[src/rtl/score_display.sv]
`default_nettype none
// ============================================================================
// Module   : score_display
// Purpose  : One player's score for the pong VGA pipeline. Keeps a saturating
//            BCD counter, decodes each digit to seven segments and renders the
//            digits at a movable pixel origin through a registered RGB output.
// Ports    : i_clk / i_reset      clock, synchronous active-high reset
//            i_clear              synchronous score clear (wins over i_point)
//            i_point              one-cycle pulse, add one point
//            i_frame              one-cycle pulse per frame start
//            i_font_x / i_font_y  digit-0 left edge / digit top edge
//            i_pixel_x/_y         current pixel position
//            i_visible_area       pixel is in the active area
//            o_score              BCD score, digit 0 (leftmost) in the MSBs
//            o_max                score saturated at all nines
//            o_r / o_g / o_b      pixel colour, one cycle after the pixel inputs
// Options  : define SCORE_FLASH_EN to blink the score for FLASH_FRAMES frames
//            after every accepted point.
// Revision : 1.0  initial release
// ============================================================================
module score_display #(
    parameter int         DIGITS       = 2,
    parameter int         SEG_LEN      = 20,
    parameter int         SEG_W        = 4,
    parameter int         GAP          = 8,
    parameter logic [2:0] COLOR        = 3'b100,
    parameter int         LEAD_BLANK   = 1,
    parameter int         FLASH_FRAMES = 60
) (
    input  logic                  i_clk,
    input  logic                  i_reset,
    input  logic                  i_clear,
    input  logic                  i_point,
    input  logic                  i_frame,
    input  logic [9:0]            i_font_x,
    input  logic [9:0]            i_font_y,
    input  logic [9:0]            i_pixel_x,
    input  logic [9:0]            i_pixel_y,
    input  logic                  i_visible_area,
    output logic [4*DIGITS-1:0]   o_score,
    output logic                  o_max,
    output logic                  o_r,
    output logic                  o_g,
    output logic                  o_b
);

    localparam int c_pitch = SEG_LEN + SEG_W + GAP;

    // ------------------------------------------------------------------
    // Saturating BCD counter
    // ------------------------------------------------------------------
    logic [4*DIGITS-1:0] r_score;
    logic [4*DIGITS-1:0] w_score_inc;
    logic                w_all_nine;
    logic                w_point_ok;

    always_comb begin
        w_all_nine = 1'b1;
        for (int k = 0; k < DIGITS; k++) begin
            if (r_score[4*k +: 4] != 4'd9) begin
                w_all_nine = 1'b0;
            end
        end
    end

    assign w_point_ok = i_point && !i_clear && !w_all_nine;

    // Ripple the +1 from the least-significant slice (bits [3:0]) upward.
    always_comb begin
        logic carry;
        carry       = 1'b1;
        w_score_inc = r_score;
        for (int k = 0; k < DIGITS; k++) begin
            if (carry) begin
                if (r_score[4*k +: 4] == 4'd9) begin
                    w_score_inc[4*k +: 4] = 4'd0;
                end else begin
                    w_score_inc[4*k +: 4] = r_score[4*k +: 4] + 4'd1;
                    carry                 = 1'b0;
                end
            end
        end
    end

    always_ff @(posedge i_clk) begin
        if (i_reset || i_clear) begin
            r_score <= '0;
        end else if (w_point_ok) begin
            r_score <= w_score_inc;
        end
    end

    assign o_score = r_score;
    assign o_max   = w_all_nine;

    // ------------------------------------------------------------------
    // Flash gate
    // ------------------------------------------------------------------
    logic w_gate;

`ifdef SCORE_FLASH_EN
    logic [15:0] r_flash;

    always_ff @(posedge i_clk) begin
        if (i_reset || i_clear) begin
            r_flash <= '0;
        end else if (w_point_ok) begin
            r_flash <= 16'(FLASH_FRAMES);
        end else if (i_frame && (r_flash != 16'd0)) begin
            r_flash <= r_flash - 16'd1;
        end
    end

    // Bit 3 toggles every 8 frames, which gives the on/off blink.
    assign w_gate = (r_flash == 16'd0) || !r_flash[3];
`else
    logic w_unused;
    assign w_unused = i_frame | (FLASH_FRAMES < 0);
    assign w_gate   = 1'b1;
`endif

    // ------------------------------------------------------------------
    // Segment decode and rendering
    // ------------------------------------------------------------------
    // Bit order: 0 top, 1 upper-left, 2 upper-right, 3 middle,
    //            4 lower-left, 5 lower-right, 6 bottom.
    function automatic logic [6:0] seg_decode(input logic [3:0] d);
        case (d)
            4'd0:    seg_decode = 7'b1110111;
            4'd1:    seg_decode = 7'b0100100;
            4'd2:    seg_decode = 7'b1011101;
            4'd3:    seg_decode = 7'b1101101;
            4'd4:    seg_decode = 7'b0101110;
            4'd5:    seg_decode = 7'b1101011;
            4'd6:    seg_decode = 7'b1111011;
            4'd7:    seg_decode = 7'b0100101;
            4'd8:    seg_decode = 7'b1111111;
            4'd9:    seg_decode = 7'b1101111;
            default: seg_decode = 7'b0000000;
        endcase
    endfunction

    // 13-bit arithmetic keeps origins past column 1023 from wrapping onto
    // low coordinates.
    function automatic logic in_rect(
        input logic [12:0] px,
        input logic [12:0] py,
        input logic [12:0] ox,
        input logic [12:0] oy,
        input int          x0,
        input int          x1,
        input int          y0,
        input int          y1
    );
        in_rect = (px >= ox + 13'(x0)) && (px < ox + 13'(x1)) &&
                  (py >= oy + 13'(y0)) && (py < oy + 13'(y1));
    endfunction

    logic w_hit;

    always_comb begin
        logic        lead;
        logic        blank;
        logic [3:0]  digit;
        logic [6:0]  segs;
        logic [12:0] px;
        logic [12:0] py;
        logic [12:0] ox;
        logic [12:0] oy;
        w_hit = 1'b0;
        lead  = 1'b1;
        px    = {3'b000, i_pixel_x};
        py    = {3'b000, i_pixel_y};
        oy    = {3'b000, i_font_y};
        for (int k = 0; k < DIGITS; k++) begin
            digit = r_score[4*(DIGITS-1-k) +: 4];
            // Blank only while every more-significant digit is also zero;
            // the rightmost digit is always drawn.
            blank = (LEAD_BLANK != 0) && lead && (digit == 4'd0) && (k != DIGITS-1);
            if (digit != 4'd0) begin
                lead = 1'b0;
            end
            segs = seg_decode(digit);
            ox   = {3'b000, i_font_x} + 13'(k * c_pitch);
            if (!blank) begin
                w_hit = w_hit
                    | (segs[0] & in_rect(px, py, ox, oy, SEG_W,   SEG_LEN,       0,               SEG_W))
                    | (segs[1] & in_rect(px, py, ox, oy, 0,       SEG_W,         SEG_W,           SEG_LEN))
                    | (segs[2] & in_rect(px, py, ox, oy, SEG_LEN, SEG_LEN+SEG_W, SEG_W,           SEG_LEN))
                    | (segs[3] & in_rect(px, py, ox, oy, SEG_W,   SEG_LEN,       SEG_LEN,         SEG_LEN+SEG_W))
                    | (segs[4] & in_rect(px, py, ox, oy, 0,       SEG_W,         SEG_LEN+SEG_W,   2*SEG_LEN))
                    | (segs[5] & in_rect(px, py, ox, oy, SEG_LEN, SEG_LEN+SEG_W, SEG_LEN+SEG_W,   2*SEG_LEN))
                    | (segs[6] & in_rect(px, py, ox, oy, SEG_W,   SEG_LEN,       2*SEG_LEN,       2*SEG_LEN+SEG_W));
            end
        end
    end

    // ------------------------------------------------------------------
    // Registered RGB output
    // ------------------------------------------------------------------
    logic [2:0] r_rgb;

    always_ff @(posedge i_clk) begin
        if (i_reset) begin
            r_rgb <= 3'b000;
        end else if (i_visible_area && w_hit && w_gate) begin
            r_rgb <= COLOR;
        end else begin
            r_rgb <= 3'b000;
        end
    end

    assign o_r = r_rgb[2];
    assign o_g = r_rgb[1];
    assign o_b = r_rgb[0];

endmodule
`default_nettype wire
[config.mk]
export PLATFORM = sky130hd
export DESIGN_NAME = score_display
export DESIGN_NICKNAME = d
export VERILOG_FILES = /design/src/rtl/score_display.sv
export SDC_FILE = /design/constraint.sdc
export NUM_CORES = 1
export LEC_CHECK = 0
export CORE_AREA = 4 4 109 111
export DETAILED_ROUTE_END_ITERATION = 10
export DIE_AREA = 0 0 113 115
export GPL_TIMING_DRIVEN = 0
export PLACE_DENSITY_LB_ADDON = 0.25
export REMOVE_ABC_BUFFERS = 1
export SYNTH_ARGS = -nofsm -noshare
export SYNTH_HDL_FRONTEND = slang
export SYNTH_SLANG_ARGS = --single-unit
[constraint.sdc]
create_clock -name i_clk -period 3.92 [get_ports i_clk]
set_input_delay 0.784 -clock i_clk [delete_from_list [all_inputs] [get_ports i_clk]]
set_output_delay 0.784 -clock i_clk [all_outputs]
set_load 0.03 [all_outputs]
* Yosys cells after proc, flatten, opt, wreduce, memory -nomap -nowiden
Memory sizes are Yosys's and may differ from the RTL's. A register that Yosys moved wholly into a read port is not among the register bits.
Cells that the tools add are included.
Widths: inputs -> output; s select.
** Storage, ports and cells
- Flip-flop bits (word level) :: 11
- Bits in latches :: 0
- Bits in writable memories :: 0
- Memory bits (read-only) :: 224
- Output and inout bits :: 12
- Logic and storage cells :: 125
- Memories :: 2
** Memories
- (name not given) :: words 16, width 7, rd ports 1, clocked after memory_dff 1, write ports 0, line 128 : case (d)
- (name not given) :: words 16, width 7, rd ports 1, clocked after memory_dff 1, write ports 0, line 128
** Operators by class
- Add/subtract/negate cells :: 14
- $mul :: 0
- Divide/modulo/power cells :: 0
- Magnitude comparators :: 22
- Eq/ne operators :: 4
- Shift operators :: 0
- Multiplexer cells :: 11
- Bitwise logic cells :: 27
- Reductions and logical operators :: 42
** Operator list (number)
- $lt 10x13->1 :: 8
- $ge 10x13->1 :: 5
- $add 10x5->11 const B :: 4
- $ge 10x11->1 :: 4
- $logic_and 1x1->1 :: 37
- $add 10x6->11 const B :: 3
- $add 11x5->12 const B :: 2
- $mux 4 :: 6
- $add 10x3->11 const B :: 2
- $lt 10x11->1 :: 2
- $ge 10x10->1 :: 2
- $and 1x1->1 :: 14
- $or 1x1->1 :: 13
- $add 11x3->12 const B :: 1
- $lt 10x12->1 :: 1
- $add 4x1->4 const B :: 2
- $eq 4x4->1 const B :: 2
- $ne 4x4->1 const B :: 2
- $logic_not 4->1 :: 1
- $mux 1 :: 4
- $mux 3 :: 1
- $logic_not 1->1 :: 2
- $reduce_and 2->1 :: 1
- $logic_or 1x1->1 :: 1

* Logic depth before layout (Yosys ltp)
Gate-level depths: netlist of run 1.
- Word-level depth :: 22
- Depth in mapped cells :: 16
- Depth with buffers taken out :: 15

* Worst setup path before layout of run 1
OpenSTA, ideal clock, no wires.
- Kind :: in2reg
- Start :: input i_font_x[8]
- End :: register r_rgb[2]
- Arrival :: 3636 ps
- Required time :: 3850 ps
- Path slack :: 214 ps
- Stages on the path :: 13
- Cells stage by stage :: clkbuf_1 -> inv_1 -> xnor2_1 -> or3b_2 -> nor2_1 -> xor2_1 -> ha_1 -> nand2_1 -> nor4_1 -> a21oi_1 -> or4_1 -> o211ai_1 -> o2bb2ai_1
** Between the ends
- Cells in the longest elaborated chain, start to end :: 22
- Elaborated cells between the ends (all ways) :: 83
- Those cells by class :: add/sub: 7; order compare: 12; mux: 2; bitwise: 27; reduce/logical: 35
** Ends and longest elaborated chain
- from (decl) :: line 35 : input logic [9:0] i_font_x,
- $add 10x3->11 or $add 10x5->11 (tied branches) :: line 155 : in_rect = (px >= ox + 13'(x0)) && (px < ox + 13'(x1)) &&
- $lt 10x13->1 (tied with other cells) :: line 155
- $logic_and 1x1->1 (2 in series) :: line 155
- $logic_and 1x1->1 :: line 156 : (py >= oy + 13'(y0)) && (py < oy + 13'(y1));
- $and 1x1->1, on equally long branches :: line 188, 187
- $or 1x1->1 :: line 188 : | (segs[1] & in_rect(px, py, ox, oy, 0, SEG_W, SEG_W, SEG_LEN))
- $or 1x1->1 :: line 189 : | (segs[2] & in_rect(px, py, ox, oy, SEG_LEN, SEG_LEN+SEG_W, SEG_W, SEG_LEN))
- $or 1x1->1 :: line 190 : | (segs[3] & in_rect(px, py, ox, oy, SEG_W, SEG_LEN, SEG_LEN, SEG_LEN+SEG_W))
- (+5 left out)
- $or 1x1->1 :: line 188
- $or 1x1->1 :: line 189
- $or 1x1->1 :: line 190
- $or 1x1->1 :: line 191 : | (segs[4] & in_rect(px, py, ox, oy, 0, SEG_W, SEG_LEN+SEG_W, 2*SEG_LEN))
- $or 1x1->1 :: line 192 : | (segs[5] & in_rect(px, py, ox, oy, SEG_LEN, SEG_LEN+SEG_W, SEG_LEN+SEG_W, 2*SEG_LEN))
- $or 1x1->1 (*) :: line 193 : | (segs[6] & in_rect(px, py, ox, oy, SEG_W, SEG_LEN, 2*SEG_LEN, 2*SEG_LEN+SEG_W));
- $logic_and 1x1->1 (*) :: line 206 : end else if (i_visible_area && w_hit && w_gate) begin
- $mux 3 (*) :: line 206
- to (signal assigned) :: line 205 : r_rgb <= 3'b000;
- to (signal assigned) :: line 207 : r_rgb <= COLOR;
- to (signal assigned) :: line 209 : r_rgb <= 3'b000;
- to (decl) :: line 201 : logic [2:0] r_rgb;
Every way passes the cells marked *; elsewhere a longest branch is shown, timed or not.
A chain may end at the register's enable or synchronous reset.

* Worst setup path in the final report of run 1
- Start :: input i_font_x[5]
- End :: register r_rgb[2]
Same word-level chain as after synthesis.

==> metrics.txt, run 1 <==
port buffer count 54; slew margin rel. 0.5989; status finished, final reports clean; Nets 848; GPL Wtd Cong 0.9203; Synth Area in XOR/XNOR 0.1114; maximum VDD drop 0.0001315 V; Yosys cell types 65; largest area contributor in the netlist ha_1; Clock Root Buffer clkbuf_8; most common cell after layout, fill and taps aside ha_1; CP arrival 3.92 ns; Setup CP Type input pin to flop; Max Fanout on Critical Path 16; CP startpoint kind input pin; FFs w/ async S/R, synth 0; dpl hpwl 10640 um; first-pass GRT wire length 21890 um; router iterations before antenna repair 5; vias in the first global route 4661; drt total wl 12980 um; via count 4705; Yosys reg bits 23; num ports 58; R2R depth 8; share of layout cells above drive strength 1 0.05727; Syn Inst Count 643; multi-input logic area 4239 sq um; Initial DRC Count 329; initial antenna violation count 0; syn avg cell area 7.564 sq um; most common flop cell mapped by yosys dfxtp_1; final hold slack 0.6437 ns; aggregate global-route resource usage 0.2002; count of standard-cell rows 38; FF-to-FF setup slack 1.43 ns; Yosys top cell area share 0.3087; fin crit period 3.739 ns; Synth Area in Compound Gates 0.2256; source of the critical timing path i_font_x[5]; Power Density 181.3 nW/um^2; sequential element share of the synthesized area 0.09467; multiplexer share of the synthesized area 0.008233; final hold violation count 0; htree depth 1; Layout area overhead 15.46%; Post-CTS Setup Bufs 0; CTS buffer count 3; max-cap viol count 0; CP required 4.10 ns; Synth Area in Adders 0.3087; Core ar. 10790 sq um; main combinational cell family by area after synthesis adder cells; CP Capture Point r_rgb[2]$_SDFF_PP0_; Fill cells 1029; Finish-stage setup viols 0; Static Leak 2.537 nW; cell area after synthesis 4863 sq um; number of synthesized flops with an enable pin 0; Area contributors post-synth ha_1, dfxtp_1, xnor2_1, nor2_1, o21ai_0; Final Cycle Share 0.9537; Fmax 0.2675 GHz; Final Skew 0.007138 ns; Initial Utilization 0.4506; largest net degree at the start of global routing 17; Antenna Cells 0; simple-gate area share of the yosys netlist 0.1953; Final Max Tran Viols 0; wire per inst 15.81 um; Max clock buf depth 2; die area 13000 sq um; FF/Latch Area 460.4 sq um; die height 115 um; DRC violations left 0; Setup TNS Final 0 ns; clk_lat worst skew 0.26 ns; RSZ-0062 raised after global routing false; vias per cell 5.731; Syn. warnings 0; DIE WIDTH 113 um; Worst-path clk slew 0.07 ns; CTS tree built; Critical R2R Launch o_score[1]$_SDFFE_PP0P_; most frequent cells in the layout ha_1, nor2_1, nand2_1, o21ai_0, xnor2_1; Post-DRT Antenna Nets 0; Worst-Margin Slew 0.5954 ns; global route total overflow 0; clk sinks 23; worst hold path class flop to flop; Worst setup EP type flop
[cell type report]
class / count / area share
Multi-Input combinational cell: 554 / 0.7549
Timing Repair Buffer: 54 / 0.09291
Sequential cell: 23 / 0.08200
Clock buffer: 3 / 0.007353
Clock inverter: 1 / 0.0008913
Tap cell: 140 / 0.03119
Inverter: 46 / 0.03075
[repair_timing]
item                                    CTS  global route
endpoints found under the setup margin    1             1
hold buffers                              0             0
resized for setup                        32            21
pin swaps                                 0             1
endpoints found under the hold margin     0             0
[where the power goes]
part	switching [mW]	total (mW)	leakage, nW	internal, mW
sequential	0.00157	0.238	0.186	0.237
combinational	0.360	0.639	2.32	0.279
clock	0.0700	0.141	0.0255	0.0707
[worst min-delay path by stage]
stage          cells past startpoint  slack [ns]                 endpoint                    start
3_5_place_dp                       2        0.63  o_score[4]$_SDFFE_PP0P_  o_score[4]$_SDFFE_PP0P_
4_1_cts                            1        0.66                     flop  o_score[7]$_SDFFE_PP0P_
6_report                           1        0.64                     flop  o_score[7]$_SDFFE_PP0P_
5_1_grt                            1        0.68                     flop  o_score[7]$_SDFFE_PP0P_
2_1_floorplan                      3        0.62      r_rgb[2]$_SDFF_PP0_                     flop
3_3_place_gp                       2        0.61  o_score[0]$_SDFFE_PP0P_  o_score[0]$_SDFFE_PP0P_
[critical path: stages]
cell	delay [ns]
buf_4	0.23
nand3_2	0.20
xnor2_4	0.24
or3b_2	0.52
nor2_1	0.14
xor2_1	0.09
ha_1	0.31
nand2_1	0.08
nor4_2	0.28
a21oi_1	0.11
or4_1	0.48
o211ai_1	0.29
o2bb2ai_1	0.16
[cell usage after synthesis (7+ instances only)]
| cell | number |
|---|---|
| nor3_1 | 7 |
| a211oi_1 | 11 |
| xor2_1 | 15 |
| o21ai_0 | 45 |
| clkbuf_1 | 14 |
| nand4_1 | 8 |
| a21oi_1 | 40 |
| nand2_1 | 44 |
| o21a_1 | 7 |
| a21o_1 | 15 |
| nand2b_1 | 8 |
| dfxtp_1 | 23 |
| xnor2_1 | 45 |
| inv_1 | 41 |
| nor2_1 | 67 |
| nor2b_1 | 10 |
| ha_1 | 120 |
| nand3_1 | 24 |
[stage by stage]
step	power (mW)	std cells	setup slack, ns	area [sq um]	util
6_report	1.018	821	0.1814	5615	0.5203
5_1_grt	1.118	821	0.007939	5615	0.5203
4_1_cts	1.007	821	0.007347	5577	0.5167
3_3_place_gp	0.8361	817	-1.105	5487	0.5083
2_1_floorplan	0.6538	623	0.4527	4771	-
3_5_place_dp	0.8599	817	-1.206	5487	0.5083
[kinds of logic after synthesis]
logic type,after synthesis
AND/OR/NAND/NOR,198
AO/OA/AOI/OAI,169
adder cells (fa/ha/maj),120
buffers and inverters,67
XOR/XNOR,61
flip-flops,23
multiplexers,4
other,1
[layer usage]
metal,up-vias,track usage,share of wire
met5,-,0,0
met4,0,0.02564,0.0072
met3,14,0.01421,0.047
met2,116,0.3452,0.47
met1,2185,0.2820,0.47
li1,2390,-,-
Power figures use the tool's default switching activity.
==> inputs of run 2 (changes only) <==
Settings changed: CELL_PAD_IN_SITES_DETAIL_PLACEMENT set to 1, CELL_PAD_IN_SITES_GLOBAL_PLACEMENT set to 1, CORE_AREA 4 4 109 111 to 4 4 117 119, DIE_AREA 0 0 113 115 to 0 0 121 123, SLEW_MARGIN set to 25.
==> metrics.txt, run 2 (synthesis results as in run 1) <==
source of the critical timing path i_font_y[8]; vias per cell 5.596; max incr delay on CP 0.54 ns; Setup CP Type input pin to flop; Core ar. 12570 sq um; DRC violations left 0; global route total overflow 0; clk sinks 23; final hold violation count 0; Post-DRT Antenna Nets 0; CTS buffer count 3; Layout area overhead 17.37%; clk_lat worst skew 0.25 ns; crit-path cells dlygate4sd2_1 > inv_1 > nor3_1 > xnor2_1 > ha_1 > nand3_1 > or3_1 > a31oi_1 > o21ba_2 > a211oi_2 > a222oi_1 > o211ai_1 > o2bb2ai_1; vias in the first global route 5168; Clk pwr share 0.192; wire per inst 17.94 um; Clock Root Buffer clkbuf_16; Net Switching 456.5 uW; share of layout cells above drive strength 1 0.06461; Pwr Total 1.114 mW; worst hold path class flop to flop; Static Leak 2.552 nW; die height 123 um; largest net degree at the start of global routing 17; CP required 4.05 ns; Final Skew 0.002236 ns; FF-to-FF setup slack 1.34 ns; via count 4773; drt total wl 15300 um; Max clock buf depth 2; crit-path leading delay family compound AO/OA/AOI/OAI gates; Switching Share 0.4099; Initial Utilization 0.3870; Final Cycle Share 0.9501; crit path buf inv count 2; router iterations before antenna repair 5; Post-DP Area 5527 sq um; die area 14880 sq um; aggregate global-route resource usage 0.2074; Worst setup EP type flop; Nets 848; Fill cells 1558; Final Max Tran Viols 0; FF/Latch Area 460.4 sq um; Critical R2R Launch o_score[1]$_SDFFE_PP0P_; slowest stage cell, crit path dlygate4sd2_1; htree depth 1; first-pass GRT wire length 25270 um; multi-input logic area 4258 sq um; Antenna Cells 0; GPL Wtd Cong 0.9082; CP startpoint kind input pin; Fmax 0.2685 GHz; fin crit period 3.724 ns; count of standard-cell rows 41; port buffer count 54; CTS tree built; status finished, final reports clean; num ports 58; initial antenna violation count 0; Worst-path clk slew 0.06 ns; Finish-stage setup viols 0; CP Capture Point r_rgb[2]$_SDFF_PP0_; most common cell after layout, fill and taps aside ha_1; Design Area, Final 5708 sq um; sequential share of power 0.214; most frequent cells in the layout ha_1, nor2_1, nand2_1, o21ai_0, xnor2_1; Worst-Margin Slew 0.6200 ns; slew margin rel. 0.5823; DIE WIDTH 121 um; dpl hpwl 12550 um; Int Pwr 657.3 uW; R2R depth 8; # hold bufs at CTS 0; Power Density 195.1 nW/um^2; maximum VDD drop 0.0001160 V; combinational fraction of design power 0.594; Max Fanout on Critical Path 10; max-cap viol count 0; Initial DRC Count 177; CP arrival 3.86 ns; Post-CTS Setup Bufs 0; Worst Hold Depth 2; total stage count of the critical path 13
run 2: layer usage:
layer	up-vias	share of wire	track usage
li1	2383	-	-
met1	2286	0.46	0.2845
met2	86	0.48	0.3598
met3	18	0.043	0.01647
met4	0	0.012	0.03824
met5	-	0	0
run 2: tightest hold or removal path: stages (launching register included):
cell	delay [ns]
dfxtp_1	0.37
xnor2_1	0.17
nor2_1	0.08
run 2: what timing repair did:
action | CTS | global route
gates resized for setup | 36 | 26
pin swaps | 0 | 1
endpoints found under the setup margin | 1 | 1
run 2: worst min-delay path by stage:
stage,slack (ns),end,start
6_report,0.64,o_score[0]$_SDFFE_PP0P_,o_score[0]$_SDFFE_PP0P_
5_1_grt,0.69,o_score[0]$_SDFFE_PP0P_,o_score[0]$_SDFFE_PP0P_
4_1_cts,0.65,o_score[0]$_SDFFE_PP0P_,o_score[0]$_SDFFE_PP0P_
3_5_place_dp,0.64,o_score[0]$_SDFFE_PP0P_,o_score[0]$_SDFFE_PP0P_
3_3_place_gp,0.62,o_score[0]$_SDFFE_PP0P_,o_score[0]$_SDFFE_PP0P_
2_1_floorplan,0.62,r_rgb[2]$_SDFF_PP0_,flop
run 2: final cells by class:
| type | count | share of cell area |
|---|---|---|
| multi-input combinational | 554 | 0.7459 |
| timing repair buffer | 54 | 0.09141 |
| sequential | 23 | 0.08067 |
| tap | 172 | 0.03770 |
| inverter | 46 | 0.03047 |
| clock buffer | 4 | 0.01381 |
run 2: metrics by stage:
| step | setup TNS, ns | hold slack, ns | worst slack, ns | cells | util |
|---|---|---|---|---|---|
| after floorplan | 0 | 0.6181 | 0.4527 | 623 | - |
| after global placement | -1.237 | 0.6170 | -1.237 | 849 | 0.4397 |
| after detailed placement | -1.257 | 0.6371 | -1.257 | 849 | 0.4397 |
| after CTS | 0 | 0.6508 | 0.01875 | 853 | 0.4488 |
| after global routing | -0.02155 | 0.6937 | -0.02155 | 853 | 0.4542 |
| final | 0 | 0.6441 | 0.1955 | 853 | 0.4542 |
run 2: power by group through the flow:
| stage | clock network [mW] | registers (mW) | logic (mW) |
|---|---|---|---|
| CTS | 0.219 | 0.239 | 0.647 |
| detailed placement | 0 | 0.244 | 0.639 |
| global route | 0.230 | 0.239 | 0.746 |
| global placement | 0 | 0.244 | 0.605 |
| floorplan | 0 | 0.246 | 0.407 |
| finish | 0.214 | 0.239 | 0.661 |
